==> config.mk <==
export PLATFORM = sky130hd
export DESIGN_NAME = mem_port_arbiter
export DESIGN_NICKNAME = d
export VERILOG_FILES = /design/src/rtl/mem_port_arbiter.sv
export SDC_FILE = /design/constraint.sdc
export NUM_CORES = 1
export LEC_CHECK = 0
export ABC_AREA = 0
export CORE_AREA = 3 3 83 85
export DETAILED_ROUTE_END_ITERATION = 7
export DIE_AREA = 0 0 86 88
export HOLD_SLACK_MARGIN = 0.02
export PLACE_DENSITY = 0.79
export SKIP_LAST_GASP = 1
export SYNTH_ARGS = -nofsm -noshare
export SYNTH_HDL_FRONTEND = slang
export SYNTH_SLANG_ARGS = --single-unit
==> constraint.sdc <==
create_clock -name w_clk -period 5.15 [get_ports w_clk]
set_input_delay 1.545 -clock w_clk [delete_from_list [all_inputs] [get_ports w_clk]]
set_output_delay 1.545 -clock w_clk [all_outputs]
set_load 0.01 [all_outputs]
==> src/rtl/mem_port_arbiter.sv <==
// Arbiter that lets data access (D), instruction fetch (I) and a loader port (L) share one
// single-port synchronous memory. D has priority over I unless I has been starved; L gets the memory only in lock mode.
module mem_port_arbiter #(
    parameter int ADDR_W     = 11,
    parameter int DATA_W     = 32,
    parameter int STARVE_MAX = 3
) (
    input  logic              w_clk,
    input  logic              w_rst_n,
    input  logic              w_d_req,
    input  logic              w_d_we,
    input  logic [ADDR_W-1:0] w_d_addr,
    input  logic [DATA_W-1:0] w_d_wdata,
    input  logic              w_i_req,
    input  logic [ADDR_W-1:0] w_i_addr,
    input  logic              w_l_lock,
    input  logic              w_l_req,
    input  logic              w_l_we,
    input  logic [ADDR_W-1:0] w_l_addr,
    input  logic [DATA_W-1:0] w_l_wdata,
    output logic [2:0]        w_gnt,
    output logic              r_rvalid,
    output logic [1:0]        r_rid,
    output logic [DATA_W-1:0] w_rdata,
    output logic              r_lock_ack,
    output logic [ADDR_W-1:0] w_m_addr,
    output logic              w_m_we,
    output logic [DATA_W-1:0] w_m_wdata,
    input  logic [DATA_W-1:0] w_m_rdata
);

    localparam logic [3:0] STARVE_LIM = 4'(STARVE_MAX);

    typedef enum logic [1:0] {
        RUN   = 2'd0,
        DRAIN = 2'd1,
        LOCK  = 2'd2
    } state_t;

    state_t     state, next_state;
    logic [3:0] starve;
    logic       is_read;
    logic [1:0] read_id;

    always_comb begin
        w_gnt      = 3'b000;
        next_state = state;
        if (w_rst_n) begin
            case (state)
                RUN: begin
                    if ((starve == STARVE_LIM) && w_i_req)
                        w_gnt = 3'b010;
                    else if (w_d_req)
                        w_gnt = 3'b001;
                    else if (w_i_req)
                        w_gnt = 3'b010;
                    if (w_l_lock)
                        next_state = DRAIN;
                end
                // One idle cycle lets the final RUN read response come back before L owns the port.
                DRAIN: next_state = w_l_lock ? LOCK : RUN;
                LOCK: begin
                    if (!w_l_lock)
                        next_state = RUN;
                    else if (w_l_req)
                        w_gnt = 3'b100;
                end
                default: next_state = RUN;
            endcase
        end
    end

    always_comb begin
        w_m_addr  = '0;
        w_m_we    = 1'b0;
        w_m_wdata = '0;
        is_read   = 1'b0;
        read_id   = 2'd0;
        case (w_gnt)
            3'b001: begin
                w_m_addr  = w_d_addr;
                w_m_we    = w_d_we;
                w_m_wdata = w_d_wdata;
                is_read   = !w_d_we;
                read_id   = 2'd0;
            end
            3'b010: begin
                w_m_addr  = w_i_addr;
                is_read   = 1'b1;
                read_id   = 2'd1;
            end
            3'b100: begin
                w_m_addr  = w_l_addr;
                w_m_we    = w_l_we;
                w_m_wdata = w_l_wdata;
                is_read   = !w_l_we;
                read_id   = 2'd2;
            end
            default: ;
        endcase
    end

    assign w_rdata = w_m_rdata;

    // The starvation count only moves while RUN arbitrates; it is frozen otherwise.
    always_ff @(posedge w_clk) begin
        if (!w_rst_n) begin
            state      <= RUN;
            starve     <= 4'd0;
            r_rvalid   <= 1'b0;
            r_rid      <= 2'd0;
            r_lock_ack <= 1'b0;
        end else begin
            state      <= next_state;
            r_lock_ack <= (next_state == LOCK);
            r_rvalid   <= is_read;
            if (is_read)
                r_rid <= read_id;
            if (state == RUN) begin
                if (w_i_req && !w_gnt[1])
                    starve <= (starve == STARVE_LIM) ? starve : starve + 4'd1;
                else
                    starve <= 4'd0;
            end
        end
    end

endmodule

==> qor.yml <==
status:
  outcome: "finished, final reports clean"
placed_design:
  dp_slack_ns: 0.0992
  io_buffers: 155
  gp_congestion: 0.730
  hpwlAfterDp_mm: 5.19
clock_network:
  cts_inserted_buffers: 3
  ctsHoldBuffers: 0
  cts_root_buf: "sky130_fd_sc_hd__clkbuf_8"
  cts_num_sinks: 10
  cts.reportedPaths.clkPinSlew_ns: 0.05
  cts_buffer_depth: 2
  htree_levels: 1
  worst_skew_pair.late_latency_ns: 0.24
  clock_tree_from_tritoncts: "built"
detailed_routing:
  dr_wl_cell_um: 17.4
  final_antenna_net_count: 0
  drt-pass1-iter-count: 4
  avgViaCountPerCell: 4.90
  route.final.wire_length_mm: 6.38
  drt_first_iter_violations: 35
  drc: 0
  dr_vias: 1798
global_route:
  grt_max_degree: 36
  grt_pass1_wl_mm: 8.56
  grt.overflow.total: 0
  grt_pass1_vias: 1677
  grt.total_usage_pct: 14.0
  grt_antenna_before_repair: 0
timing:
  timing.clock.skew_ns: 0.00761
  timing.hold.ws_ns: 0.497
  worst-slew-pin-transition_ns: 0.436
  setup_ws_ns: 0.0927
  final-setup-viol-count: 0
  drv_slew: 0
  rsz0062_at_grt: "true"
  timing.slew.headroom_pct: 70.9
  period_needed_ns: 5.06
  timing.final.hold_violations: 0
  fmax_mhz: 198
  finalCritPeriodShare_pct: 98.2
cells_and_area:
  most_common_cell_after_layout_fill_and_taps_aside: "sky130_fd_sc_hd__clkdlybuf4s50_1"
  share_of_post_route_cells_with_drive_strength_above_1_pct: 7.59
  finalNetCount: 429
  diodes: 0
  synthToLayoutAreaGrowth_pct: 117
  layout.filler_cells: 619
  mostFrequentLayoutCells: "155 x sky130_fd_sc_hd__clkdlybuf4s50_1, 33 x sky130_fd_sc_hd__a22o_1, 16 x sky130_fd_sc_hd__inv_1, 11 x sky130_fd_sc_hd__nor3_1, 11 x sky130_fd_sc_hd__a221o_1"
floorplanning:
  die-area_sq_mm: 0.00757
  fp.coreArea_sq_mm: 0.00628
  top_level_pins: 220
  floorplan.rows: 29
  dieWidth_um: 86
  fp.dieH_um: 88
  initial_core_util_pct: 21.1
worst_setup_path:
  timing.setup.critical_path_class: "input port to output pin"
  worst-path-max-fanout: 16
  critical_path.reg2reg.endpoint: "r_rid[1]"
  timing.rr.start: "starve[0]"
  ff2ff_setup_slack_ns: 3.60
  timing.reg2reg.worst_path_depth: 5
  worstSetupEndpointType: "output pin"
  critPathLaunch: "w_i_req"
  worst_ep_required_time_ns: 3.61
  critPathLaunchType: "input port"
  cp_data_arrival_time_ns: 3.51
min_path:
  hold_depth: 2
  hold-path-endpoint: "starve[1]"
  holdCritPathClass: "flop to flop"
  hold_start: "starve[1]"
logic_synthesis:
  syn_area_sq_mm: 0.00132
  syn-num-nets: 300
  synth.ff_latch_count: 10
  synthesis.area_per_instance_sq_um: 8.16
  ys_seq_area_share_pct: 15.1
  synth_instances: 162
  synthesis.yosys.warnings: 0
  yosys.cell_types.count: 35
power:
  power.ir.vdd_worst_mv: 0.0791
  power_leakage_uw: 0.00111
  power-per-cell-area_mw_per_mm2: 128
job:
  drv.max_cap_violation_count: 0
cell families after synthesis:
family	Yosys count	synth area share [%]
buffers and inverters	59	28.9
flip-flops	10	15.1
AO/OA/AOI/OAI	56	38.2
adder cells (fa/ha/maj)	1	0.946
AND/OR/NAND/NOR	35	16.2
XOR/XNOR	1	0.662
power breakdown:
group	leakage (uW)	internal, uW	switching (uW)
sequential	0.0000815	80.4	1.99
clock	0.0000288	67.4	32.9
combinational	0.00100	126	57.6
Yosys cell counts:
master	n	area, sq um
sky130_fd_sc_hd__nand4_1	1	6.26
sky130_fd_sc_hd__a2111oi_2	1	15.0
sky130_fd_sc_hd__nand3_1	2	10.0
sky130_fd_sc_hd__o31a_1	1	8.76
sky130_fd_sc_hd__nand4b_1	2	17.5
sky130_fd_sc_hd__ha_1	1	12.5
sky130_fd_sc_hd__nand2_1	5	18.8
sky130_fd_sc_hd__and3b_1	1	8.76
sky130_fd_sc_hd__o2111a_1	1	11.3
sky130_fd_sc_hd__clkbuf_1	4	15.0
sky130_fd_sc_hd__nor3_1	11	55.1
sky130_fd_sc_hd__xor2_1	1	8.76
sky130_fd_sc_hd__or2_1	1	6.26
sky130_fd_sc_hd__a211oi_4	1	20.0
sky130_fd_sc_hd__or4_1	2	15.0
sky130_fd_sc_hd__buf_4	32	240
sky130_fd_sc_hd__buf_2	2	10.0
sky130_fd_sc_hd__a221o_1	11	110
sky130_fd_sc_hd__dfxtp_1	10	200
sky130_fd_sc_hd__a31oi_1	1	6.26
sky130_fd_sc_hd__nand3b_1	1	7.51
sky130_fd_sc_hd__or3_2	2	15.0
sky130_fd_sc_hd__buf_6	5	56.3
sky130_fd_sc_hd__o21ai_0	1	5.00
sky130_fd_sc_hd__a21oi_1	3	15.0
sky130_fd_sc_hd__nor4_1	1	6.26
sky130_fd_sc_hd__nor3b_4	1	18.8
sky130_fd_sc_hd__nor2_1	1	3.75
sky130_fd_sc_hd__a211o_1	1	8.76
sky130_fd_sc_hd__o311ai_0	1	8.76
sky130_fd_sc_hd__nor2_2	1	6.26
sky130_fd_sc_hd__and3_1	3	18.8
sky130_fd_sc_hd__o21bai_1	1	7.51
sky130_fd_sc_hd__a22o_1	33	289
sky130_fd_sc_hd__inv_1	16	60.1
critical path, cell delays in order:
cell and delay [ns]:
sky130_fd_sc_hd__clkdlybuf4s50_1 0.58, sky130_fd_sc_hd__a211oi_4 0.35, sky130_fd_sc_hd__buf_4 0.19, sky130_fd_sc_hd__clkbuf_16 0.16, sky130_fd_sc_hd__a22o_1 0.14, sky130_fd_sc_hd__clkdlybuf4s50_1 0.54
worst max path at each step:
stage	slack, ns	endpoint	cells after the start
floorplan	1.14	w_m_wdata[10]	4
global placement	0.11	w_m_addr[10]	6
detailed placement	0.1	w_m_addr[10]	6
CTS	0.09	w_m_addr[10]	6
global route	-0.01	w_m_wdata[26]	7
finish	0.09	w_m_wdata[3]	6
per-layer routing:
metal	vias up	routed length, um	track usage, %
li1	837	-	-
met1	831	2610	17.1
met2	117	3120	24.3
met3	13	554	3.01
met4	0	99	5.04
met5	-	0	0
repair_timing:
item,4_1_cts,5_1_grt
resized for setup,0,1
endpoints found under the setup margin,0,17
setup buffers,0,1
per-stage QoR:
stage | total power [uW] | utilization (%) | TNS [ns] | cell area [sq um] | std cells
4_1_cts | 364 | 44.7 | 0 | 2810 | 364
5_1_grt | 380 | 45.7 | -0.0429 | 2870 | 367
3_3_place_gp | 262 | 43.9 | 0 | 2750 | 360
3_5_place_dp | 264 | 43.9 | 0 | 2750 | 360
2_1_floorplan | 161 | - | 0 | 1320 | 162
6_report | 366 | 45.7 | 0 | 2870 | 367
final cells by class:
type                    count  area [sq um]  share of cell area [%]
flip-flops and latches     10           200                    6.97
multi-input cells          93           746                    26.0
clock buffers               4          55.1                    1.92
repair buffers            167          1710                    59.7
well taps                  77          96.3                    3.36
inverters                  16          60.1                    2.09
sequential cells by signal, indices dropped and copies added, names as in the netlist:
signal      flops
r_lock_ack      1
r_rvalid        1
r_rid           2
starve          4
state           2
(Power assumes the default switching activity.)
